<file path="config.mk">
export PLATFORM = sky130hd
export DESIGN_NAME = cpu_control_unit_flat
export DESIGN_NICKNAME = d
export VERILOG_FILES = /design/src/rtl/cpu_control_unit_pkg.sv /design/src/rtl/cpu_control_unit_if.sv /design/src/rtl/cpu_control_unit_decoder.sv /design/src/rtl/cpu_control_unit.sv /design/src/flat_wrapper.sv
export SDC_FILE = /design/constraint.sdc
export NUM_CORES = 1
export LEC_CHECK = 0
export CORE_MARGIN = 4
export CORE_UTILIZATION = 40
export DETAILED_ROUTE_END_ITERATION = 8
export HOLD_SLACK_MARGIN = 0.12
export PLACE_DENSITY = 0.72
export SLEW_MARGIN = 30
export SYNTH_ARGS = -nofsm -noshare
export SYNTH_HDL_FRONTEND = slang
export SYNTH_SLANG_ARGS = --single-unit
</file>
<file path="constraint.sdc">
create_clock -name clk -period 5.3 [get_ports clk]
set_input_delay 1.59 -clock clk [delete_from_list [all_inputs] [get_ports clk]]
set_output_delay 1.59 -clock clk [all_outputs]
set_load 0.005 [all_outputs]
</file>
<file path="src/rtl/cpu_control_unit_pkg.sv">
// cpu_pkg: shared definitions for the 8-bit CPU control path.
//   - instruction opcodes (OP_NOP..OP_HLT), taken from instr[7:4]
//   - ALU function encodings (ALU_PASS..ALU_XOR) driven on alu_op
//   - sequencer state encoding (ST_IDLE..ST_HALTED)
//   - decoded-instruction record produced by cpu_decoder
// Imported by the control unit, its decoder, the ALU and the testbench.
package cpu_pkg;

    localparam logic [3:0] OP_NOP = 4'h0;
    localparam logic [3:0] OP_LDI = 4'h1;
    localparam logic [3:0] OP_ADD = 4'h2;
    localparam logic [3:0] OP_SUB = 4'h3;
    localparam logic [3:0] OP_AND = 4'h4;
    localparam logic [3:0] OP_OR  = 4'h5;
    localparam logic [3:0] OP_XOR = 4'h6;
    localparam logic [3:0] OP_JMP = 4'h7;
    localparam logic [3:0] OP_JZ  = 4'h8;
    localparam logic [3:0] OP_CLR = 4'h9;
    localparam logic [3:0] OP_OUT = 4'hA;
    localparam logic [3:0] OP_HLT = 4'hF;

    localparam logic [2:0] ALU_PASS = 3'd0;
    localparam logic [2:0] ALU_ADD  = 3'd1;
    localparam logic [2:0] ALU_SUB  = 3'd2;
    localparam logic [2:0] ALU_AND  = 3'd3;
    localparam logic [2:0] ALU_OR   = 3'd4;
    localparam logic [2:0] ALU_XOR  = 3'd5;

    typedef enum logic [2:0] {
        ST_IDLE      = 3'd0,
        ST_FETCH     = 3'd1,
        ST_DECODE    = 3'd2,
        ST_EXECUTE   = 3'd3,
        ST_WRITEBACK = 3'd4,
        ST_HALTED    = 3'd5
    } state_t;

    typedef struct packed {
        logic [2:0] alu_op;
        logic       writes_acc;
        logic       is_jump;
        logic       is_jz;
        logic       is_clr;
        logic       is_out;
        logic       is_hlt;
        logic       is_illegal;
    } dec_t;

    // Opcode field of an 8-bit instruction word.
    function automatic logic [3:0] instr_opcode(input logic [7:0] instr);
        return instr[7:4];
    endfunction

endpackage

</file>
<file path="src/rtl/cpu_control_unit_if.sv">
// cpu_control_unit_if: bundles the control unit's connections to the program
// ROM, the ALU and the accumulator register.
//   imem_addr  ROM address (control -> ROM)
//   imem_rdata ROM data, one cycle after imem_addr (ROM -> control)
//   acc_q      accumulator value (accumulator -> control)
//   alu_op     ALU function select (control -> ALU)
//   alu_b      ALU B operand, zero-extended immediate (control -> ALU)
//   reg_save   accumulator load strobe (control -> accumulator)
//   reg_clear  accumulator clear strobe (control -> accumulator)
//   out_strobe acc_q is the port output this cycle (control -> output port)
// Modports: master = control unit side, slave = datapath/ROM side.
interface cpu_control_unit_if #(
    parameter int ADDR_W = 4,
    parameter int DATA_W = 8
);
    logic [ADDR_W-1:0] imem_addr;
    logic [7:0]        imem_rdata;
    logic [DATA_W-1:0] acc_q;
    logic [2:0]        alu_op;
    logic [DATA_W-1:0] alu_b;
    logic              reg_save;
    logic              reg_clear;
    logic              out_strobe;

    modport master (
        output imem_addr, alu_op, alu_b, reg_save, reg_clear, out_strobe,
        input  imem_rdata, acc_q
    );

    modport slave (
        input  imem_addr, alu_op, alu_b, reg_save, reg_clear, out_strobe,
        output imem_rdata, acc_q
    );
endinterface

</file>
<file path="src/rtl/cpu_control_unit_decoder.sv">
// cpu_decoder: purely combinational opcode decoder.
//   opcode in  4   instruction bits [7:4]
//   dec    out     decoded record: ALU function, accumulator write, jump/JZ,
//                  CLR, OUT, HLT and illegal-opcode flags
// Opcodes B..E are undefined: they behave as NOP and raise is_illegal.
import cpu_pkg::*;

module cpu_decoder (
    input  logic [3:0] opcode,
    output dec_t       dec
);

    always_comb begin
        dec = '0;
        dec.alu_op = ALU_PASS;
        case (opcode)
            OP_NOP: ;
            OP_LDI: begin dec.alu_op = ALU_PASS; dec.writes_acc = 1'b1; end
            OP_ADD: begin dec.alu_op = ALU_ADD;  dec.writes_acc = 1'b1; end
            OP_SUB: begin dec.alu_op = ALU_SUB;  dec.writes_acc = 1'b1; end
            OP_AND: begin dec.alu_op = ALU_AND;  dec.writes_acc = 1'b1; end
            OP_OR:  begin dec.alu_op = ALU_OR;   dec.writes_acc = 1'b1; end
            OP_XOR: begin dec.alu_op = ALU_XOR;  dec.writes_acc = 1'b1; end
            OP_JMP: dec.is_jump = 1'b1;
            OP_JZ:  dec.is_jz   = 1'b1;
            OP_CLR: dec.is_clr  = 1'b1;
            OP_OUT: dec.is_out  = 1'b1;
            OP_HLT: dec.is_hlt  = 1'b1;
            default: dec.is_illegal = 1'b1;
        endcase
    end

endmodule

</file>
<file path="src/rtl/cpu_control_unit.sv">
// cpu_control_unit: multi-cycle sequencer for the 8-bit CPU datapath.
// Each instruction runs FETCH -> DECODE -> EXECUTE, plus WRITEBACK for
// LDI/ALU instructions; HLT parks the sequencer in HALTED.
// Ports:
//   clk      in   system clock, rising edge
//   reset_n  in   asynchronous active-low reset
//   start    in   begin at PC=0; honoured only in IDLE or HALTED
//   bus      master side of cpu_control_unit_if (ROM, ALU, accumulator)
//   busy     out  high in FETCH/DECODE/EXECUTE/WRITEBACK
//   halted   out  high in HALTED
//   illegal  out  sticky undefined-opcode flag, cleared by start or reset
// Every output is a flop loaded from the next-state decision, so a strobe
// lands exactly in the state it belongs to and reset kills it at once.
import cpu_pkg::*;

module cpu_control_unit #(
    parameter int ADDR_W = 4,
    parameter int DATA_W = 8
) (
    input  logic                        clk,
    input  logic                        reset_n,
    input  logic                        start,
    cpu_control_unit_if.master          bus,
    output logic                        busy,
    output logic                        halted,
    output logic                        illegal
);

    state_t            state, state_nxt;
    logic [ADDR_W-1:0] pc, pc_nxt;
    logic [7:0]        ir;
    logic [7:0]        dec_instr;
    dec_t              dec;
    logic              acc_zero;
    logic              launch;

    logic [ADDR_W-1:0] imem_addr_q;
    logic [2:0]        alu_op_q;
    logic [DATA_W-1:0] alu_b_q;
    logic              reg_save_q;
    logic              reg_clear_q;
    logic              out_strobe_q;
    logic              busy_q;
    logic              halted_q;
    logic              illegal_q;

    // In DECODE the word is still on the ROM bus; decoding it there lets the
    // EXECUTE-cycle outputs be registered on the DECODE->EXECUTE edge.
    assign dec_instr = (state == ST_DECODE) ? bus.imem_rdata : ir;

    cpu_decoder u_decoder (
        .opcode (instr_opcode(dec_instr)),
        .dec    (dec)
    );

    assign acc_zero = (bus.acc_q == '0);
    assign launch   = ((state == ST_IDLE) || (state == ST_HALTED)) && start;

    // ---- state register ----
    always_ff @(posedge clk or negedge reset_n) begin
        if (!reset_n) begin
            state <= ST_IDLE;
            pc    <= '0;
            ir    <= '0;
        end else begin
            state <= state_nxt;
            pc    <= pc_nxt;
            if (state == ST_DECODE) begin
                ir <= bus.imem_rdata;
            end
        end
    end

    // ---- next-state / PC logic ----
    always_comb begin
        state_nxt = state;
        pc_nxt    = pc;
        case (state)
            ST_IDLE, ST_HALTED: begin
                if (start) begin
                    state_nxt = ST_FETCH;
                    pc_nxt    = '0;
                end
            end
            ST_FETCH:  state_nxt = ST_DECODE;
            ST_DECODE: state_nxt = ST_EXECUTE;
            ST_EXECUTE: begin
                if (dec.is_hlt) begin
                    state_nxt = ST_HALTED;
                end else if (dec.writes_acc) begin
                    state_nxt = ST_WRITEBACK;
                end else begin
                    state_nxt = ST_FETCH;
                end
                // PC wraps silently at 2**ADDR_W; HLT keeps it pointing at itself.
                if (dec.is_jump || (dec.is_jz && acc_zero)) begin
                    pc_nxt = ADDR_W'(ir[3:0]);
                end else if (!dec.is_hlt) begin
                    pc_nxt = pc + ADDR_W'(1);
                end
            end
            ST_WRITEBACK: state_nxt = ST_FETCH;
            default:      state_nxt = ST_IDLE;
        endcase
    end

    // ---- registered outputs ----
    always_ff @(posedge clk or negedge reset_n) begin
        if (!reset_n) begin
            imem_addr_q  <= '0;
            alu_op_q     <= ALU_PASS;
            alu_b_q      <= '0;
            reg_save_q   <= 1'b0;
            reg_clear_q  <= 1'b0;
            out_strobe_q <= 1'b0;
            busy_q       <= 1'b0;
            halted_q     <= 1'b0;
            illegal_q    <= 1'b0;
        end else begin
            if (state_nxt == ST_FETCH) begin
                imem_addr_q <= pc_nxt;
            end

            // Operand is set up entering EXECUTE and held through WRITEBACK.
            if (state == ST_DECODE) begin
                alu_op_q <= dec.alu_op;
                alu_b_q  <= DATA_W'(bus.imem_rdata[3:0]);
            end else if ((state_nxt == ST_HALTED) || (state_nxt == ST_IDLE)) begin
                alu_op_q <= ALU_PASS;
                alu_b_q  <= '0;
            end

            reg_save_q   <= (state_nxt == ST_WRITEBACK);
            reg_clear_q  <= (state == ST_DECODE) && dec.is_clr;
            out_strobe_q <= (state == ST_DECODE) && dec.is_out;

            busy_q   <= (state_nxt inside {ST_FETCH, ST_DECODE, ST_EXECUTE, ST_WRITEBACK});
            halted_q <= (state_nxt == ST_HALTED);

            if (launch) begin
                illegal_q <= 1'b0;
            end else if ((state == ST_EXECUTE) && dec.is_illegal) begin
                illegal_q <= 1'b1;
            end
        end
    end

    assign bus.imem_addr  = imem_addr_q;
    assign bus.alu_op     = alu_op_q;
    assign bus.alu_b      = alu_b_q;
    assign bus.reg_save   = reg_save_q;
    assign bus.reg_clear  = reg_clear_q;
    assign bus.out_strobe = out_strobe_q;
    assign busy           = busy_q;
    assign halted         = halted_q;
    assign illegal        = illegal_q;

endmodule

</file>
<file path="src/flat_wrapper.sv">
// flat-port wrapper written by rule: the top's interface ports become plain ports
module cpu_control_unit_flat 
#(
    parameter int ADDR_W = 4,
    parameter int DATA_W = 8
)
  (clk, reset_n, start, busy, halted, illegal, bus_imem_addr, bus_alu_op, bus_alu_b, bus_reg_save, bus_reg_clear, bus_out_strobe, bus_imem_rdata, bus_acc_q);
  cpu_control_unit_if #(.ADDR_W(ADDR_W), .DATA_W(DATA_W)) bus_i ();
  input  logic clk;
  input  logic reset_n;
  input  logic start;
  output logic busy;
  output logic halted;
  output logic illegal;
  output wire logic [$bits(bus_i.imem_addr)-1:0] bus_imem_addr;
  output wire logic [$bits(bus_i.alu_op)-1:0] bus_alu_op;
  output wire logic [$bits(bus_i.alu_b)-1:0] bus_alu_b;
  output wire logic [$bits(bus_i.reg_save)-1:0] bus_reg_save;
  output wire logic [$bits(bus_i.reg_clear)-1:0] bus_reg_clear;
  output wire logic [$bits(bus_i.out_strobe)-1:0] bus_out_strobe;
  input wire logic [$bits(bus_i.imem_rdata)-1:0] bus_imem_rdata;
  input wire logic [$bits(bus_i.acc_q)-1:0] bus_acc_q;
  assign bus_imem_addr = bus_i.imem_addr;
  assign bus_alu_op = bus_i.alu_op;
  assign bus_alu_b = bus_i.alu_b;
  assign bus_reg_save = bus_i.reg_save;
  assign bus_reg_clear = bus_i.reg_clear;
  assign bus_out_strobe = bus_i.out_strobe;
  assign bus_i.imem_rdata = bus_imem_rdata;
  assign bus_i.acc_q = bus_acc_q;
  cpu_control_unit #(.ADDR_W(ADDR_W), .DATA_W(DATA_W)) u_core (.clk(clk), .reset_n(reset_n), .start(start), .bus(bus_i), .busy(busy), .halted(halted), .illegal(illegal));
endmodule
</file>
# After elaboration in Yosys (flattened, before gate mapping)
# Index checks and enable logic that the tools add are counted.
# word_totals
elab_cells	74
register_bits	36
out_inout_bits	21
in_bits	19
# classes
muxes	22
eq_ne	21
n_reduce_logical	17
add_sub_neg	1
# op_table
op	n
8-bit 2-to-1 mux	3
4-bit one-hot mux with 6 select lines	1
4-bit by 3-bit == test with 1-bit output (second input constant)	4
4-bit == test (second input constant)	4
3-bit 2-to-1 mux	5
3-bit one-hot mux with 5 select lines	1
3-bit by 2-bit == test with 1-bit output (second input constant)	4
3-bit == test (second input constant)	4
4-bit 2-to-1 mux	3
12-bit OR reduction	1
4-bit by 2-bit == test with 1-bit output (second input constant)	2
8-bit zero test	1
1-bit 2-to-1 mux	8
4-bit one-hot mux with 2 select lines	1
3-bit by 1-bit == test with 1-bit output (second input constant)	2
3-bit zero test	2
1-bit logical AND	5
4-bit by 1-bit adder with 4-bit output (second input constant)	1
4-bit by 1-bit == test with 1-bit output (second input constant)	1
4-bit zero test	1
2-bit nonzero test	2
4-bit nonzero test	1
1-bit logical OR	3
2-bit OR reduction	1

# Longest topological paths before layout
# Gate-level depths: netlist of the first run.
# depth
depth_word	11
ltp_mapped	7
ltp_nobuf	6

# Hierarchy
# A second synthesis of the first run with hierarchy kept.
# unflattened
cells_unflattened	163
hier_area_um2	1624.1
# by_module_without_submodules
module	area_each_um2	instances	cells_each	seq_area_each_um2
cpu_control_unit	1510.2	1	143	800.8
cpu_decoder	113.9	1	20	0.0

# Worst setup path before layout of the first run
# OpenSTA, ideal clock, no wires.
# synth_timing
kind	input -> register
start	in bus_acc_q[1]
end	reg u_core.imem_addr_q[0], in the netlist u_core.bus.imem_addr[0]
slack_ns	2.203
arrival_time_ns	2.972
setup_time_ns	0.125
path_buffers	0
path_stages	5
required_time_ns	5.175
cell_sequence	or4_1 > nor2_1 > a2111oi_4 > nand3b_1 > mux2_2
# synth_via
elab_chain_cells	5
# synth_lines
item	line	source
start: declaration	flat_wrapper.sv:22	input wire logic [$bits(bus_i.acc_q)-1:0] bus_acc_q;
8-bit zero test	cpu_control_unit.sv:56	assign acc_zero = (bus.acc_q == '0);
1-bit logical AND	cpu_control_unit.sv:96	if (dec.is_jump || (dec.is_jz && acc_zero)) begin
1-bit logical OR	cpu_control_unit.sv:96	
4-bit 2-to-1 mux	cpu_control_unit.sv:96	
4-bit one-hot mux with 2 select lines	cpu_control_unit.sv:78	case (state)
via u_core.pc_nxt[0]	cpu_control_unit.sv:30	logic [ADDR_W-1:0] pc, pc_nxt;
end signal: assignment	cpu_control_unit.sv:121	imem_addr_q <= pc_nxt;
end: declaration	cpu_control_unit.sv:37	logic [ADDR_W-1:0] imem_addr_q;
# The timed path passes the listed nets, and every way through them passes these cells.
# A chain may end at the register's enable or synchronous reset.

# Worst setup path after layout of the first run
# layout_timing
start	in bus_imem_rdata[4]
end	reg u_core.imem_addr_q[3], in the netlist u_core.bus.imem_addr[3]
# layout_via
elab_chain_cells	7
word_cells_on_any_way	23
cone_classes	eq/ne (10); mux (11); reduce/logical (2)
# layout_lines
item	line	source
start: declaration	flat_wrapper.sv:21	input wire logic [$bits(bus_i.imem_rdata)-1:0] bus_imem_rdata;
8-bit 2-to-1 mux *	cpu_control_unit.sv:49	assign dec_instr = (state == ST_DECODE) ? bus.imem_rdata : ir;
4-bit by 3-bit == test with 1-bit output, or another cell as far along	cpu_control_unit_decoder.sv:16	case (opcode)
4-bit one-hot mux with 6 select lines or 1-bit 2-to-1 mux (tied branches)	cpu_control_unit_decoder.sv:16	
3-bit 2-to-1 mux or 1-bit logical AND (tied branches)	cpu_control_unit.sv:90, cpu_control_unit.sv:96	
3-bit 2-to-1 mux or 1-bit logical OR (tied branches)	cpu_control_unit.sv:88, cpu_control_unit.sv:96	
3-bit one-hot mux with 5 select lines or 4-bit 2-to-1 mux (tied branches)	cpu_control_unit.sv:78, cpu_control_unit.sv:96	
3-bit by 1-bit == test with 1-bit output or 4-bit one-hot mux with 2 select lines (tied branches)	cpu_control_unit.sv:120, cpu_control_unit.sv:78	
# Every way passes the cells marked *; elsewhere a longest branch is shown, timed or not.

==> results by group, run 1 <==
Drt
  • Routed len/inst: 13.99 um
  • Via density: 5.255
  • Via count: 1424
  • Pre-antenna DRT Iters: 4
  • Routed Antenna Nets: 0
  • WL final: between 3000 and 4000 um
  • # DRC: 0
  • Iter 0 DRT Violations: between 100 and 150

Synthesis
  • Mux cell area share after synthesis: 4.223%
  • Cell Area, Synth: between 0.0015 and 0.002 mm2
  • Count leader, synth: nand2_1
  • YS warnings: 0
  • Syn Area/Cell: just over 9 um2
  • Asr flop ratio synth: 100.0%
  • Yosys top cell area share: between 40% and 50%
  • Largest cells by area after synthesis: dfrtp_1, nand2_1, o21ai_0
  • Synth area leader: dfrtp_1
  • Synth Area in XOR/XNOR: approximately 2%
  • EDFF count, synth: 0
  • Compound-Gate Fraction of Synth Area: around 17%
  • Most frequent cells after synthesis: nand2_1, dfrtp_1, nor2_1, o21ai_0, clkbuf_1
  • Sequential area share after synthesis: between 40% and 50%
  • Primary FF master, synth: dfrtp_1
  • Simple-gate area share of the yosys netlist: a little under a quarter
  • Post-Synth Adder-Cell Area: 0.7158%
  • Largest family of logic cells by synthesized area: simple AND/OR/NAND/NOR gates
  • Synth Register Bits: 32
  • Synth Instances: 190
  • Synth cell types: 51

Timing
  • Clock Skew: 0.008375 ns
  • RSZ-0062 raised after global routing: false
  • Hold Vio Cnt, Final: 0
  • Post-layout minimum cycle time: 3.392 ns
  • Worst-margin pin slew: around 0.51 ns
  • Setup TNS Final: 0 ns
  • Worst slew margin: between 60% and 70%
  • Fmax: just under 300 MHz
  • Min Hold Slack: approximately 0.5 ns
  • Final setup vio count: 0
  • Final period util: 64.00%
  • Slew Limit Fails: 0

Clock tree
  • Post-CTS Resized: 0
  • Postcts setup bufs: 0
  • Hold buffer count at cts: 0
  • CTS tree: built
  • Root buffer cell: clkbuf_8
  • CTS Buf Count: 5
  • H-tree level count: 2
  • Clk_lat worst skew: between 0.2 and 0.3 ns
  • Clock Sinks: 32
  • Clk buf depth: 2
  • Clock transition at path regs: about 0.070 ns

Layout
  • Layout area overhead: 26.63%
  • Final core occ: 53.79%
  • Share of layout cells above drive strength 1: 9.502%
  • Nets: 240
  • N_diodes: 0

Critical path
  • Reg2reg path depth: 6
  • Kind of critical path: input pin to register
  • Slowest stage cell, crit path: clkdlybuf4s50_1
  • WP data arrival: approximately 3.6 ns
  • CP bufs+invs: 1
  • Crit path max fanout: 10
  • Cells along the critical path: clkdlybuf4s50_1 > nand4_1 > mux2i_2 > o211ai_1 > mux2_2 > a31oi_1
  • Stages on worst setup path: 6
  • Peak per-stage delay on the critical path: 0.68 ns
  • CP top delay family: multiplexers
  • CP startpoint kind: input pin
  • Req. time, crit path: about 5.5 ns
  • CP endpoint kind: register

Global route
  • Largest net degree at the start of global routing: 33
  • Initial antenna violation count: 0
  • Tot GR Track Use: between 10% and 20%
  • Vias in the first global route: between 1000 and 1500
  • First-pass GRT wire length: 6479 um
  • Total gr overflow: 0

Pwr
  • VDD IR-drop max: roughly 0.22 mV
  • Pwr per Cell Area: slightly below 600 mW/mm2
  • Leak: 0.9445 nW

Floorplanning
  • Initial Utilization: a little over two fifths
  • Die height: about 74 um
  • Row count: 23
  • Core Box Area: 0.004115 mm2
  • Die Width: ~74 um
  • Die area: approximately 0.0055 mm2
  • Boundary Pins: 40

Status
  • Status: finished, final reports clean

Placement
  • Final HPWL DP: around 2800 um
  • GPL Wtd Cong: around 0.85
  • Port buffer count: 35

Flow run
  • Max-Cap Viols: 0

Hold path
  • Hold Path Class: register to register
  • Worst Hold Depth: 2
-- layout by cell type, fill, tap and decap left out, drive strengths merged, types with 3 or more instances in the layout --
master and n:
o21ai 10, mux2 5, nand2 43, conb 4
o21bai 3, a21oi 6, xnor2 3, inv 5
a31oi 6, clkdlybuf4s50 35, or3 3, dfrtp 32
clkbuf 7, nand3 4, nor3b 3, nor2 10
-- worst register-to-register path: stages (launching register included) --
cell	delay [ns]
dfrtp_1	0.55
or3b_4	0.56
mux2_2	0.27
a21o_1	0.20
inv_1	0.10
nor2_1	0.24
mux2_2	0.37
-- state kept, by name (all words and copies together) (netlist names) --
| name | flops |
|---|---|
| u_core.pc | 4 |
| u_core.bus.out_strobe | 1 |
| u_core.state | 3 |
| u_core.bus.reg_save | 1 |
| u_core.illegal | 1 |
| u_core.bus.reg_clear | 1 |
| u_core.bus.alu_b | 4 |
| u_core.halted | 1 |
| u_core.ir | 8 |
| u_core.bus.alu_op | 3 |
| u_core.busy | 1 |
| u_core.bus.imem_addr | 4 |
-- logic make-up (layout without fill, tap and decap cells) --
group	after synthesis	count (layout)
other	1	4
DFF	32	32
adders and majority gates	1	1
and+or+nand+nor	83	83
muxes	6	6
xor gates and xnor gates	4	4
buffers and inverters	22	50
AOI/OAI and AO/OA	41	41
-- layer usage --
metal,routed length (um),vias to the layer above,global-route usage (%)
met5,0,-,0
met4,51,0,4.829
met3,188,6,4.189
met2,1743,31,23.72
met1,1808,665,21.09
li1,-,722,-
-- per-stage QoR --
stage | cells | instance area (um2) | power (mW) | setup WS [ns]
after global routing | 271 | 2213 | 1.404 | 1.749
after detailed placement | 263 | 2087 | 1.053 | 1.621
final | 271 | 2213 | 1.296 | 1.908
after global placement | 263 | 2087 | 1.033 | 1.678
after floorplan | 193 | 1759 | 0.8582 | 2.203
after CTS | 271 | 2213 | 1.310 | 1.911
-- where the power goes --
| part | internal, mW | switching, mW | total (mW) |
|---|---|---|---|
| registers | 0.351 | 0.113 | 0.463 |
| logic | 0.294 | 0.285 | 0.578 |
| clock network | 0.166 | 0.0887 | 0.255 |
-- final timing paths --
path	start	end	slack, ns
hold / removal	u_core.ir[2]	u_core.ir[2]	0.49
max in group asynchronous	reset_n	u_core.bus.imem_addr[0]	3.29
setup reg to reg	u_core.state[1]	u_core.bus.imem_addr[0]	2.90
hold reg to reg	u_core.ir[2]	u_core.ir[2]	0.49
min in group asynchronous	reset_n	u_core.ir[5]	1.72
setup / recovery	bus_imem_rdata[4]	u_core.bus.imem_addr[3]	1.91
-- layout make-up --
class	instances	area, um2
well taps	50	62.56
clock buffers	7	96.34
inverters	5	18.77
fillers	382	1902
repair buffers	37	365.4
multi-input cells	139	839.6
flip-flops and latches	32	800.8
clock inverters	1	30.03
(Power assumes the default switching activity.)
==> run 2, diff against run 1 <==
--- a/config.mk
+++ b/config.mk
@@ -9,7 +9,7 @@
 export CORE_UTILIZATION = 40
 export DETAILED_ROUTE_END_ITERATION = 8
 export HOLD_SLACK_MARGIN = 0.12
-export PLACE_DENSITY = 0.72
+export PLACE_DENSITY = 0.75
 export SLEW_MARGIN = 30
 export SYNTH_ARGS = -nofsm -noshare
 export SYNTH_HDL_FRONTEND = slang
==> constraint.sdc (replaced) <==
create_clock -name clk -period 3 [get_ports clk]
set_input_delay 0.9 -clock clk [delete_from_list [all_inputs] [get_ports clk]]
set_output_delay 0.9 -clock clk [all_outputs]
set_load 0.005 [all_outputs]
==> results by group, run 2 (same netlist as run 1, synthesis figures left out) <==
Drt
  • Met2 wire length: 1727 um (-0.92%)
  • Via count: 1463 (+2.7%)
  • Pre-antenna DRT Iters: 4 (unchanged)
  • Iter 0 DRT Violations: 139 (+15%)
  • Max layer used: met4
  • Via density: 5.301 (+0.88%)
  • Routed Antenna Nets: 0 (unchanged)
  • Routed len/inst: 13.62 um (-2.7%)
  • # DRC: 0 (unchanged)
  • WL met3: 188 um (unchanged)
  • Met1 wire length: 1755 um (-2.9%)
  • WL final: 3758 um (-0.90%)

Global route
  • Vias in the first global route: 1384 (+0.36%)
  • Largest net degree at the start of global routing: 33 (unchanged)
  • Initial antenna violation count: 0 (unchanged)
  • Total gr overflow: 0 (unchanged)
  • First-pass GRT wire length: 6320 um (-2.5%)
  • Tot GR Track Use: 15.10% (-0.27 points)

Placement
  • Final HPWL DP: 2775 um (-1.1%)
  • Placed cell area: 0.002125 mm2 (+1.8%)
  • Port buffer count: 35 (unchanged)
  • GPL Wtd Cong: 0.8450 (-0.14%)

Timing
  • Post-layout minimum cycle time: 2.562 ns
  • Setup TNS Final: 0 ns (unchanged)
  • Clock Skew: 0.005098 ns (-0.003277 ns)
  • Hold Vio Cnt, Final: 0 (unchanged)
  • RSZ-0062 raised after global routing: false
  • Final setup vio count: 0 (unchanged)
  • Fmax: about 400 MHz
  • Final period util: roughly 85%
  • Slew Limit Fails: 0 (unchanged)
  • Min Hold Slack: 0.4760 ns (-0.01502 ns)

Clock tree
  • Clock Sinks: 32 (unchanged)
  • Postcts setup bufs: 0 (unchanged)
  • H-tree level count: 2 (unchanged)
  • CTS tree: built
  • Post-CTS Resized: 0 (unchanged)
  • Hold buffer count at cts: 0 (unchanged)
  • Clk buf depth: 2 (unchanged)
  • Clock transition at path regs: 0.06 ns (about the same)
  • CTS Buf Count: 5 (unchanged)
  • Clk_lat worst skew: 0.28 ns (about the same)
  • Root buffer cell: clkbuf_8

Hold path
  • Hold_sp: u_core.ir[0]
  • Hold Path Class: register to register
  • Worst Hold Depth: 2 (unchanged)
  • Hold EP: u_core.ir[0]

Critical path
  • R2r setup slk: 0.60 ns (-2.30 ns)
  • Req. time, crit path: 3.16 ns (-2.32 ns)
  • Reg2reg path depth: 6 (unchanged)
  • CP endpoint kind: register
  • WP data arrival: 2.72 ns (-0.86 ns)
  • Kind of critical path: input pin to register
  • CP startpoint kind: input pin
  • Crit path launch: start
  • RR Startpoint: u_core.state[1]
  • Crit path max fanout: 6 (-4)
  • End of the worst register-to-register path: u_core.bus.imem_addr[0]

Layout
  • Max reg flops: 8 (unchanged)
  • Largest Register: u_core.ir
  • Final core occ: 53.82% (about the same)
  • Share of layout cells above drive strength 1: 10.62% (+1.1 points)
  • Fillers: 389 (+1.8%)
  • Final Instance Area: 0.002215 mm2 (about the same)
  • Commonest non-fill, non-tap cell in the layout: nand2_1
  • Area occupied by multi-input gates: 839.6 um2 (unchanged)
  • Nets: 245 (+2.1%)
  • Most frequent cells in the layout: nand2_1, clkdlybuf4s50_1, dfrtp_1
  • N_diodes: 0 (unchanged)
  • Register area: 800.8 um2 (unchanged)
  • Layout area overhead: 26.70% (about the same)

Floorplanning
  • Core Box Area: 0.004115 mm2 (unchanged)
  • Die area: 0.005492 mm2 (unchanged)
  • Boundary Pins: 40 (unchanged)
  • Initial Utilization: 42.47% (unchanged)
  • Row count: 23 (unchanged)
  • Die height: 74.11 um (unchanged)
  • Die Width: 74.11 um (unchanged)

Status
  • Status: finished, final reports clean

Pwr
  • VDD IR-drop max: 0.3713 mV (+70%)
  • Leak: 0.9512 nW (+0.71%)
  • Pwr per Cell Area: 986.1 mW/mm2 (+68%)

Flow run
  • Max-Cap Viols: 0 (unchanged)
run 2: worst max-delay path by stage:
stage                                   end  slack [ns]  depth (start not counted)
floorplan           u_core.bus.imem_addr[0]        0.59                          5
CTS                 u_core.bus.imem_addr[0]        0.45                          7
detailed placement  u_core.bus.imem_addr[0]        0.15                          7
finish              u_core.bus.imem_addr[0]        0.44                          7
global route        u_core.bus.imem_addr[0]        0.32                          7
global placement    u_core.bus.imem_addr[0]        0.21                          7
run 2: metal layers:
layer	up-vias	track usage, %
li1	735	-
met1	684	19.88
met2	35	22.93
met3	9	4.595
met4	0	6.640
met5	-	0
run 2: cell type report:
type | count | area share [%]
inverter | 5 | 0.8475
clock buffer | 8 | 4.068
sequential | 32 | 36.16
timing repair buffer | 42 | 18.19
tap | 50 | 2.825
multi-input combinational | 139 | 37.91
run 2: metrics by stage:
stage | worst slack, ns | cells | power, mW
CTS | 0.4472 | 276 | 2.217
finish | 0.4381 | 276 | 2.184
global route | 0.3212 | 276 | 2.380
floorplan | 0.5929 | 193 | 1.516
detailed placement | 0.1495 | 268 | 1.868
global placement | 0.2138 | 268 | 1.856
run 2: power breakdown:
group / internal, mW / switching, mW
clock network: 0.187 / 0.149
registers: 0.619 / 0.193
logic: 0.533 / 0.502
total: 1.34 / 0.844
run 2: critical path, cell delays in order:
cell             delay (ns)
clkdlybuf4s50_1        0.56
nor4bb_1               0.09
a221oi_1               0.22
a21o_1                 0.25
inv_1                  0.10
nor2_1                 0.24
mux2_2                 0.37
==> run 3, diff against run 2 <==
--- a/config.mk
+++ b/config.mk
@@ -10,6 +10,7 @@
 export DETAILED_ROUTE_END_ITERATION = 8
 export HOLD_SLACK_MARGIN = 0.12
 export PLACE_DENSITY = 0.75
+export SETUP_SLACK_MARGIN = 0.05
 export SLEW_MARGIN = 30
 export SYNTH_ARGS = -nofsm -noshare
 export SYNTH_HDL_FRONTEND = slang
==> results of run 3 <==
No change in the layout: final DEF, timing and power equal those of run 2.
